`config.mk`:
```
export PLATFORM = sky130hd
export DESIGN_NAME = ada_exu_muldiv
export DESIGN_NICKNAME = d
export VERILOG_FILES = /design/src/rtl/ada_exu_muldiv.sv
export SDC_FILE = /design/constraint.sdc
export NUM_CORES = 1
export LEC_CHECK = 0
export ABC_CLOCK_PERIOD_IN_PS = 4000
export CAP_MARGIN = 40
export CORE_AREA = 2 2 173 175
export CTS_CLUSTER_DIAMETER = 50
export DETAILED_ROUTE_END_ITERATION = 12
export DIE_AREA = 0 0 175 177
export GPL_TIMING_DRIVEN = 0
export PLACE_DENSITY = 0.87
export SETUP_SLACK_MARGIN = 0.02
export SYNTH_ARGS = -nofsm -noshare
export SYNTH_HDL_FRONTEND = slang
export SYNTH_SLANG_ARGS = --single-unit
```
`constraint.sdc`:
```
create_clock -name clk -period 4 [get_ports clk]
set_input_delay 0.8 -clock clk [delete_from_list [all_inputs] [get_ports clk]]
set_output_delay 0.8 -clock clk [all_outputs]
set_load 0.02 [all_outputs]
```
`src/rtl/ada_exu_muldiv.sv`:
```
// Iterative multiply/divide unit for the EX stage: radix-2 shift-add multiply,
// restoring divide, one sign/zero fix-up cycle; owns the HI/LO registers.
module ada_exu_muldiv #(
  parameter int WIDTH = 32
) (
  input  logic             clk,
  input  logic             rst_n,
  input  logic             op_mult,
  input  logic             op_multu,
  input  logic             op_div,
  input  logic             op_divu,
  input  logic             op_mthi,
  input  logic             op_mtlo,
  input  logic             op_mfhi,
  input  logic             op_mflo,
  input  logic [WIDTH-1:0] op_a,
  input  logic [WIDTH-1:0] op_b,
  input  logic             pipe_hold,
  input  logic             flush,
  output logic             exu_stall,
  output logic             busy,
  output logic [WIDTH-1:0] hi,
  output logic [WIDTH-1:0] lo
);

  localparam int CW = $clog2(WIDTH);

  typedef enum logic [1:0] {S_IDLE, S_MUL, S_DIV, S_FIX} state_e;

  state_e             state_q, state_d;
  logic [CW-1:0]      cnt_q, cnt_d;
  logic [2*WIDTH-1:0] acc_q, acc_d;
  logic [WIDTH-1:0]   opd_q, opd_d;      // multiplicand or divisor magnitude
  logic [WIDTH-1:0]   raw_a_q, raw_a_d;
  logic               neg_quo_q, neg_quo_d;
  logic               neg_rem_q, neg_rem_d;
  logic               is_div_q, is_div_d;
  logic               dz_q, dz_d;
  logic [WIDTH-1:0]   hi_q, hi_d;
  logic [WIDTH-1:0]   lo_q, lo_d;

  logic             any_op, start_ok, sgn, sa, sb;
  logic [WIDTH-1:0] mag_a, mag_b;
  logic [WIDTH:0]   mul_sum, rem_sh, rem_trial;
  logic             rem_ge;

  assign any_op    = op_mult | op_multu | op_div | op_divu |
                     op_mthi | op_mtlo  | op_mfhi | op_mflo;
  assign busy      = (state_q != S_IDLE);
  assign exu_stall = busy & any_op;
  assign hi        = hi_q;
  assign lo        = lo_q;

  always_comb begin
    // NOTE: every signal written here gets a default first, so no path leaves
    // one unassigned and no latch is inferred.
    state_d   = state_q;
    cnt_d     = cnt_q;
    acc_d     = acc_q;
    opd_d     = opd_q;
    raw_a_d   = raw_a_q;
    neg_quo_d = neg_quo_q;
    neg_rem_d = neg_rem_q;
    is_div_d  = is_div_q;
    dz_d      = dz_q;
    hi_d      = hi_q;
    lo_d      = lo_q;

    start_ok = !pipe_hold && !flush;
    sgn      = op_mult | op_div;
    sa       = sgn & op_a[WIDTH-1];
    sb       = sgn & op_b[WIDTH-1];
    mag_a    = sa ? (~op_a + 1'b1) : op_a;
    mag_b    = sb ? (~op_b + 1'b1) : op_b;

    mul_sum   = {1'b0, acc_q[2*WIDTH-1:WIDTH]} + {1'b0, (acc_q[0] ? opd_q : '0)};
    rem_sh    = {acc_q[2*WIDTH-1:WIDTH], acc_q[WIDTH-1]};
    rem_trial = rem_sh - {1'b0, opd_q};
    rem_ge    = (rem_sh >= {1'b0, opd_q});

    unique case (state_q)
      S_IDLE: begin
        if (start_ok) begin
          if (op_mult | op_multu | op_div | op_divu) begin
            state_d   = (op_div | op_divu) ? S_DIV : S_MUL;
            is_div_d  = op_div | op_divu;
            cnt_d     = CW'(WIDTH - 1);
            neg_quo_d = sa ^ sb;
            neg_rem_d = sa;
            raw_a_d   = op_a;
            dz_d      = (op_b == '0);
            // Multiply shifts the multiplier out of the low half; divide
            // shifts the dividend into the remainder.
            opd_d     = (op_div | op_divu) ? mag_b : mag_a;
            acc_d     = {{WIDTH{1'b0}}, ((op_div | op_divu) ? mag_a : mag_b)};
          end
          if (op_mthi) hi_d = op_a;
          if (op_mtlo) lo_d = op_a;
        end
      end
      S_MUL: begin
        acc_d = {mul_sum, acc_q[WIDTH-1:1]};
        cnt_d = cnt_q - 1'b1;
        if (cnt_q == '0) state_d = S_FIX;
      end
      S_DIV: begin
        acc_d = {(rem_ge ? rem_trial[WIDTH-1:0] : rem_sh[WIDTH-1:0]),
                 acc_q[WIDTH-2:0], rem_ge};
        cnt_d = cnt_q - 1'b1;
        if (cnt_q == '0) state_d = S_FIX;
      end
      S_FIX: begin
        state_d = S_IDLE;
        if (!is_div_q) begin
          {hi_d, lo_d} = neg_quo_q ? (~acc_q + 1'b1) : acc_q;
        end else if (dz_q) begin
          lo_d = {WIDTH{1'b1}};
          hi_d = raw_a_q;
        end else begin
          lo_d = neg_quo_q ? (~acc_q[WIDTH-1:0] + 1'b1) : acc_q[WIDTH-1:0];
          hi_d = neg_rem_q ? (~acc_q[2*WIDTH-1:WIDTH] + 1'b1)
                           : acc_q[2*WIDTH-1:WIDTH];
        end
      end
      default: state_d = S_IDLE;
    endcase

    // Flush aborts from any state and suppresses the FIX write-back.
    if (flush) begin
      state_d = S_IDLE;
      hi_d    = hi_q;
      lo_d    = lo_q;
    end
  end

  // NOTE: state registers use non-blocking assignments so every flop samples
  // the pre-edge values of the others.
  always_ff @(posedge clk or negedge rst_n) begin
    if (!rst_n) begin
      state_q   <= S_IDLE;
      cnt_q     <= '0;
      acc_q     <= '0;
      opd_q     <= '0;
      raw_a_q   <= '0;
      neg_quo_q <= 1'b0;
      neg_rem_q <= 1'b0;
      is_div_q  <= 1'b0;
      dz_q      <= 1'b0;
      hi_q      <= '0;
      lo_q      <= '0;
    end else begin
      state_q   <= state_d;
      cnt_q     <= cnt_d;
      acc_q     <= acc_d;
      opd_q     <= opd_d;
      raw_a_q   <= raw_a_d;
      neg_quo_q <= neg_quo_d;
      neg_rem_q <= neg_rem_d;
      is_div_q  <= is_div_d;
      dz_q      <= dz_d;
      hi_q      <= hi_d;
      lo_q      <= lo_d;
    end
  end

endmodule

```
; ---- After elaboration in Yosys (flattened, before gate mapping)
; Index checks and enable logic that the tools add are counted.
[op_classes]
n_bitwise = 19
n_addsub = 8
muxes = 31
n_eq_ne = 10
n_lt_le_gt_ge = 1
n_reduce_logical = 17
[op_table]
columns = cell, n
row1 = $mux W32, 16
row2 = $mux W64, 3
row3 = $pmux W64 S3, 1
row4 = $add A32 B1 Y32 const B, 4
row5 = $not A32 Y32, 4
row6 = $pmux W32 S2, 2
row7 = $add A64 B1 Y64 const B, 1
row8 = $not A64 Y64, 1
row9 = $add A32 B32 Y33, 1
row10 = $ge A33 B32 Y1, 1
row11 = $logic_not A32 Y1, 1
row12 = $sub A32 B32 Y32, 1
row13 = $reduce_and A3 Y1, 4
row14 = $mux W2, 5
row15 = $mux W5, 2
row16 = $pmux W5 S2, 1
row17 = $or A1 B1 Y1, 9
row18 = $ne A2 B2 Y1 const B, 4
row19 = $reduce_and A4 Y1, 2
row20 = $ne A3 B3 Y1 const B, 2
row21 = $pmux W2 S3, 1
row22 = $reduce_bool A2 Y1, 3
row23 = $logic_not A5 Y1, 1
row24 = $sub A5 B1 Y5 const B, 1
row25 = other kinds (11), 15
[word_totals]
in_bits = 76
elab_cells = 97
regBits = 203

; ---- Logic depth before layout (Yosys ltp)
; Gate-level depths: netlist of run 1.
[logic_depth]
depth_word = 8
depth_mapped = 14

; ---- Worst setup path after synthesis of run 1
; Ideal clock, no wire load.
[synth_path]
path_kind = register to register
startpoint = register acc_q[33]
endpoint = register hi_q[24], in the netlist hi[24]
t_required_ns = 3.869
arrival_time_ns = 3.200
path_buffers = 1
synth_period_minus_slack_ns = 3.332
stages_incl_launch_ff = 12
setup_slack_ns = 0.668
cell_sequence = dfrtp_1 -> clkbuf_1 -> inv_1 -> ha_1 -> or3b_4 -> or4b_4 -> or3b_4 -> or3_4 -> o21ai_0 -> mux2_2 -> o221ai_1 -> o21ai_0
[synth_via]
elab_chain_len = 6
[synth_rtl]
columns = element, line
row1 = start: declaration, 32  ; logic [2*WIDTH-1:0] acc_q, acc_d;
row2 = start signal: assignment, 142  ; acc_q <= '0;
row3 = start signal: assignment, 154  ; acc_q <= acc_d;
row4 = $not A32 Y32, 121  ; hi_d = neg_rem_q ? (~acc_q[2*WIDTH-1:WIDTH] + 1'b1)
row5 = $add A32 B1 Y32, 121
row6 = $mux W32, 121
row7 = $mux W32, 116  ; end else if (dz_q) begin
row8 = $mux W32 *, 114  ; if (!is_div_q) begin
row9 = $pmux W32 S2 *, 81  ; unique case (state_q)
row10 = end signal: assignment, 161  ; hi_q <= hi_d;
row11 = end: declaration, 39  ; logic [WIDTH-1:0] hi_q, hi_d;
; Every way passes the cells marked *; elsewhere a longest branch is shown, timed or not.
; A chain may end at the register's enable or synchronous reset.

; ---- Final worst setup path of run 1
[layout_path]
startpoint = input op_a[0]
endpoint = register opd_q[28]
[layout_via]
elab_chain_len = 4
[layout_rtl]
columns = element, line
row1 = start: declaration, 16  ; input logic [WIDTH-1:0] op_a,
row2 = $not A32 Y32, 73  ; mag_a = sa ? (~op_a + 1'b1) : op_a;
row3 = $add A32 B1 Y32, 73
row4 = $mux W32, 73
row5 = $mux W32, 94  ; opd_d = (op_div | op_divu) ? mag_b : mag_a;
row6 = end signal: assignment, 155  ; opd_q <= opd_d;
row7 = end: declaration, 33  ; logic [WIDTH-1:0] opd_q, opd_d;
; Every way passes these cells.

==> results of run 1 <==
cell families (layout without fill, tap and decap cells):
group,count (synthesis),count (layout),synth area share [%]
mux,57,57,3.57
buf+inv,238,430,5.23
fa+ha+maj,77,77,5.70
compound gates,799,799,28.4
simple gates,684,684,18.6
xor+xnor,174,174,8.88
flops,203,203,29.6
timing repair:
item                       in CTS  in global routing
setup endpoints to repair      29                 49
resized for setup               8                 28
pin swaps                       0                  1
buffers inserted                2                  2
stage by stage:
stage / setup slack [ps] / hold slack [ps] / TNS [ps] / utilization, %
final: 45.1 / 289 / 0 / 69.0
after CTS: 37.2 / 337 / 0 / 68.5
after global placement: -6400 / 464 / -1342100 / 64.8
after floorplan: 668 / 450 / 0 / -
after global routing: 5.37 / 372 / 0 / 69.0
after detailed placement: -566 / 472 / -20920 / 65.0
registers in the layout, summed over array words and instances (netlist names):
name       count
dz_q           1
state_q        2
raw_a_q       32
acc_q         64
lo            32
is_div_q       1
neg_rem_q      1
cnt_q          5
neg_quo_q      1
hi            32
opd_q         32
power breakdown:
| group | leakage [nW] | switching, mW | internal (mW) |
|---|---|---|---|
| combinational | 5.61 | 5.28 | 3.02 |
| clock | 0.483 | 1.09 | 1.57 |
| sequential | 2.48 | 0.728 | 2.90 |
metal layers:
| metal | track usage, % | part of all wire, % | vias to the layer above |
|---|---|---|---|
| met1 | 57.7 | 36 | 9147 |
| met5 | 0 | 0 | - |
| met2 | 69.6 | 44 | 1382 |
| met4 | 29.7 | 7.8 | 0 |
| li1 | - | - | 8426 |
| met3 | 10.3 | 12 | 348 |
cell usage after synthesis (44+ instances only):
cell type | instances | share of area, %
a21o_1 | 44 | 1.9
a21oi_1 | 229 | 6.7
a22oi_1 | 44 | 1.9
clkbuf_1 | 167 | 3.7
dfrtp_1 | 203 | 30
ha_1 | 75 | 5.5
inv_1 | 58 | 1.3
nand2_1 | 221 | 4.8
nor2_1 | 217 | 4.7
o21ai_0 | 235 | 6.9
xnor2_1 | 111 | 5.7
xor2_1 | 63 | 3.2
layout make-up:
class	instances	area share (%)
flip-flops and latches	203	25.2
well taps	390	2.42
repair buffers	139	6.97
clock inverters	17	0.980
inverters	59	1.10
multi-input cells	1791	56.0
clock buffers	36	3.93
plain buffers	179	3.41
worst register-to-register path, stage by stage, from the launching register on:
cell and delay [ps]:
dfrtp_1 520, inv_1 190, ha_1 250, or3b_4 440, or4b_4 590, or3b_4 440, or3_4 350, o21ai_0 230
mux2_2 370, o221ai_1 260, o21ai_0 130
how the worst max path moves through the flow:
stage	endpoint	slack (ps)	cells past startpoint
after floorplan	hi[24]	670	11
after global placement	hi[19]	-6400	1
after detailed placement	hi[16]	-570	13
after CTS	acc_q[29]	40	10
after global routing	acc_q[29]	5	10
final	opd_q[28]	50	12
==> summary.txt, run 1 <==
Timing
  • Clock period minus worst slack: 3950 ps
  • Relative slew margins: 40.7%
  • Final Slew Violations: 0
  • Final setup viols: 0
  • RSZ-0062 raised after global routing: yes
  • Clk_skew: 33.0 ps
  • Max Clock Freq: 0.253 GHz
  • Final hold vios: 0
  • Measured slew at the worst slew-check pin: 883 ps
  • Tcrit/Tclk final: 98.9%

Layout
  • Most common cell after layout, fill and taps aside: o21ai_0
  • Multi-input gate area: 0.0113 mm²
  • Layout cell share with drive strength beyond 1: 5.94%
  • Non-filler instance count after layout: 2814
  • Design area: 0.0202 mm²
  • Most frequent cells in the layout: o21ai_0 (234), a21oi_1 (228), nand2_1 (221)
  • Nets: 2555
  • Layout filler cell count: 2499
  • Register Area: 0.00508 mm²
  • Ant diodes: 0
  • Area Overhead vs Synth: 17.6%

Clock network
  • H-tree levels: 1
  • Worst skew pair latency: 590 ps
  • # clock sinks: 203
  • Hold_buf cts: 0
  • CTS root buffer: clkbuf_16
  • Maximum clock insertion buffer count: 3
  • Cts bufs inserted: 29
  • CTS tree: built
  • Clock Pin Slew Worst Setup and Hold Paths: 60 ps

Synth
  • Syn Inst Count: 2232
  • Post-synth EDFFs: 0
  • Synth Register Bits: 203
  • Synthesized area: 0.0172 mm²
  • Post-synth net total: 2385
  • Yosys warnings: 0
  • Async SR Flop Fraction: 100%
  • Post-synth top flop: dfrtp_1
  • Syn Area/Cell: 7.69 µm²
  • Synth cell types: 74
  • Seq/Total Area, Yosys: 29.6%

Drt
  • Vias per Instance: 6.86
  • Remaining antenna violation count after routing: 0
  • Post-DR wirelength/cell: 25.6 µm
  • Pre-antenna DRT Iters: 9
  • Routed wire length: 71900 µm
  • Vias after detailed routing: 19300
  • Initial drt markers: 2615
  • DRC: 0

Floorplanning
  • Row cnt: 63
  • Die area: 0.0310 mm²
  • Chip height: 177 µm
  • Initial Utilization: 58.7%
  • Core ar.: 0.0292 mm²
  • Die Wd: 175 µm
  • I/O pins: 142

Setup path
  • Critical path's slowest cell: clkdlybuf4s50_1
  • Most used cell, CP: a21oi_1
  • Worst path arrival time: 4380 ps
  • CP endpoint kind: register
  • Required time of the critical path: 4420 ps
  • WS Path Type: in -> reg
  • CP Max Fanout: 6
  • Reg-to-Reg Start: acc_q[32]
  • Worst-path cell chain: clkdlybuf4s50_1, inv_1, ha_1, nor3b_1, and2_1, and4bb_2, a21oi_1, a21oi_1, xor2_1, nor2_1, a211oi_1, a21oi_1
  • Worst Path Buf+Inv: 2
  • Worst path max stage delay: 650 ps
  • Delay-heaviest family, CP: simple AND/OR/NAND/NOR gates
  • Worst R2R Path Depth: 10
  • Critical Path Source Type: input port
  • Crit path from: op_a[0]
  • R2R Path End: hi[24]
  • R2R setup slack: 110 ps

Worst hold path
  • Hold Path Class: in -> async

Pwr
  • Peak VDD IR: 601 µV
  • Leakage Power: 8.57 nW
  • Total power draw: 14.6 mW
  • PD cells: 723 mW/mm²

GRT
  • Initial antenna violation count: 2
  • Vias in the first global route: 18100
  • GRT Util Overall: 45.4%
  • Grt ovf: 0
  • First-pass GRT wire length: 107000 µm
  • Largest net degree at the start of global routing: 107

Placed design
  • Final GP Congestion: 1.04
  • Placed Area: 0.0190 mm²
  • Post-DP HPWL: 55000 µm
  • # placed instances: 2757
  • Number of buffers added on ports: 131

Job
  • Max cap viols: 0

Outcome
  • Status: finished clean
(Power assumes the default switching activity.)
==> run 2, diff against run 1 <==
--- a/config.mk
+++ b/config.mk
@@ -5,13 +5,11 @@
 export SDC_FILE = /design/constraint.sdc
 export NUM_CORES = 1
 export LEC_CHECK = 0
-export ABC_CLOCK_PERIOD_IN_PS = 4000
 export CAP_MARGIN = 40
 export CORE_AREA = 2 2 173 175
 export CTS_CLUSTER_DIAMETER = 50
 export DETAILED_ROUTE_END_ITERATION = 12
 export DIE_AREA = 0 0 175 177
-export GPL_TIMING_DRIVEN = 0
 export PLACE_DENSITY = 0.87
 export SETUP_SLACK_MARGIN = 0.02
 export SYNTH_ARGS = -nofsm -noshare
==> run 2 against run 1 <==
Final area rose by 0.74%; via count is 2.9% lower; utilization up 0.51 points; sequential power grew 4%; hold slack got worse by 96 ps; critical path depth down 2; cell count down 2.3%; flip-flop and latch count did not move; register-to-register slack better by 130 ps; critical path type is now reg -> reg; clock power increased by 3%; setup slack gained 190 ps; fmax rose by 5.1%.
==> summary.txt, run 2 (same netlist as run 1, synthesis figures left out) <==
Floorplanning
  • Chip height: 177 µm (unchanged)
  • I/O pins: 142 (unchanged)
  • Row cnt: 63 (unchanged)
  • Die Wd: 175 µm (unchanged)
  • Die area: 0.0310 mm² (unchanged)
  • Initial Utilization: 58.7% (unchanged)
  • Core ar.: 0.0292 mm² (unchanged)

Drt
  • Vias after detailed routing: 18800 (-2.9%)
  • Routed wire length: 65100 µm (-9.5%)
  • Remaining antenna violation count after routing: 0 (unchanged)
  • DRC: 0 (unchanged)
  • Post-DR wirelength/cell: 23.7 µm (-7.4%)
  • Initial drt markers: 2707 (+3.5%)
  • Vias per Instance: 6.82 (-0.53%)
  • Pre-antenna DRT Iters: 7 (-2)

Setup path
  • R2R setup slack: 240 ps (+130 ps)
  • Worst path arrival time: 4260 ps (-120 ps)
  • CP endpoint kind: register
  • Critical Path Source Type: register
  • Required time of the critical path: 4500 ps (+80 ps)
  • WS Path Type: reg -> reg
  • CP Max Fanout: 10 (+4)

Timing
  • Relative slew margins: 39.3% (-1.4 points)
  • Final hold vios: 0 (unchanged)
  • Final Slew Violations: 0 (unchanged)
  • Measured slew at the worst slew-check pin: 907 ps (+23.8 ps)
  • Max Clock Freq: 0.266 GHz (+5.1%)
  • Tcrit/Tclk final: 94.0% (-4.8 points)
  • Clk_skew: 20.0 ps (-13.1 ps)
  • Clock period minus worst slack: 3760 ps (-193 ps)
  • Setup TNS: 0 ps (unchanged)
  • RSZ-0062 raised after global routing: no
  • Final setup viols: 0 (unchanged)

Clock network
  • Maximum clock insertion buffer count: 3 (unchanged)
  • CTS root buffer: clkbuf_16
  • H-tree levels: 1 (unchanged)
  • # clock sinks: 203 (unchanged)
  • CTS tree: built
  • Hold_buf cts: 0 (unchanged)
  • Cts bufs inserted: 30 (+3.4%)
  • Worst skew pair latency: 580 ps (about the same)
  • Clock Pin Slew Worst Setup and Hold Paths: 60 ps (about the same)

Layout
  • Layout filler cell count: 2335 (-6.6%)
  • Register Area: 0.00508 mm² (unchanged)
  • Most frequent cells in the layout: o21ai_0 (235), a21oi_1 (229), nand2_1 (220)
  • Most common cell after layout, fill and taps aside: o21ai_0
  • Area Overhead vs Synth: 18.5%
  • Nets: 2486 (-2.7%)
  • Multi-input gate area: 0.0112 mm² (-0.68%)
  • Layout cell share with drive strength beyond 1: 9.59% (+3.7 points)
  • Largest register by flop count: acc_q
  • Design area: 0.0203 mm² (+0.74%)
  • Largest register FFs: 64 (unchanged)

Pwr
  • Peak VDD IR: 580 µV (-3.6%)
  • PD cells: 699 mW/mm² (-3.3%)
  • Sw Share: 46.8% (-1.9 points)
  • NetSw: 6.66 mW (-6.3%)
  • Leakage Power: 8.85 nW (+3.2%)
  • Seq pwr share: 26.6% (+1.7 points)
  • Combinational power share: 54.2% (-2.7 points)
  • Power share of the clock group: 19.3% (+1.1 points)
  • Internal: 7.56 mW (+1.0%)

GRT
  • Grt ovf: 0 (unchanged)
  • GRT Util Overall: 41.0% (-4.4 points)
  • First-pass GRT wire length: 99100 µm (-7.2%)
  • Initial antenna violation count: 3 (+1)
  • Vias in the first global route: 17400 (-3.8%)
  • Largest net degree at the start of global routing: 75 (-30%)

Outcome
  • Status: finished clean

Worst hold path
  • Hold Path Class: in -> async

Placed design
  • Post-DP HPWL: 48300 µm (-12%)
  • Placed Area: 0.0193 mm² (+1.4%)
  • Final GP Congestion: 1.03 (-0.92%)
  • Number of buffers added on ports: 141 (+7.6%)

Job
  • Max cap viols: 0 (unchanged)
## run 2: what timing repair did
action,in CTS,in global routing
resized for setup,0,1
setup buffers,0,0
setup endpoints to repair,0,3
hold endpoints to repair,0,0
## run 2: power by group through the flow
stage               clock network (mW)  logic, mW  registers [mW]
floorplan                            0       4.87            3.75
global placement                     0       7.28            3.70
detailed placement                   0       7.45            3.75
CTS                               2.73       7.52            3.72
global route                      2.82       8.29            3.85
finish                            2.74       7.70            3.78
## run 2: critical path: stages, from the launching register on
cell and delay [ps]:
dfrtp_1 500, clkinvlp_4 250, buf_4 180, ha_1 160, or3b_2 520, or4_1 600
or2_2 350, o41ai_1 640, o221a_2 290, o22ai_1 70, o21ai_1 120
## run 2: layer usage
| layer | GRT usage (%) | routed length, µm | up-vias |
|---|---|---|---|
| met5 | 0.160 | 23 | - |
| met4 | 25.6 | 5030 | 2 |
| met3 | 9.49 | 7050 | 334 |
| met2 | 63.9 | 28800 | 1280 |
| met1 | 51.6 | 24200 | 8832 |
| li1 | - | - | 8302 |
## run 2: stage by stage
step	utilization, %	power (mW)	setup slack, ps	instances	hold slack (ps)
after floorplan	-	8.62	668	2232	450
after global placement	65.9	11.0	39.7	2689	462
after detailed placement	66.0	11.2	-27.7	2691	471
after CTS	69.5	14.0	260	2746	224
after global routing	69.5	15.0	17.1	2746	241
final	69.5	14.2	238	2748	193
## run 2: area by class of cell
| cell class | count | share of cell area (%) |
|---|---|---|
| Multi-Input combinational cell | 1791 | 55.2 |
| Sequential cell | 203 | 25.0 |
| Timing Repair Buffer | 248 | 11.2 |
| Clock buffer | 35 | 3.98 |
| Tap cell | 390 | 2.40 |
| Inverter | 59 | 1.11 |
| Clock inverter | 20 | 1.07 |
| Antenna cell | 2 | 0.0246 |
## run 2: final timing paths
check                              start         end  cells past startpoint
worst max-delay path            acc_q[0]      hi[12]                     10
worst min-delay path               rst_n  state_q[1]                      1
worst max register to register  acc_q[0]      hi[12]                     10
worst min register to register  opd_q[7]    opd_q[7]                      2
max in group asynchronous          rst_n   acc_q[57]                      2
min in group clk                opd_q[7]    opd_q[7]                      2
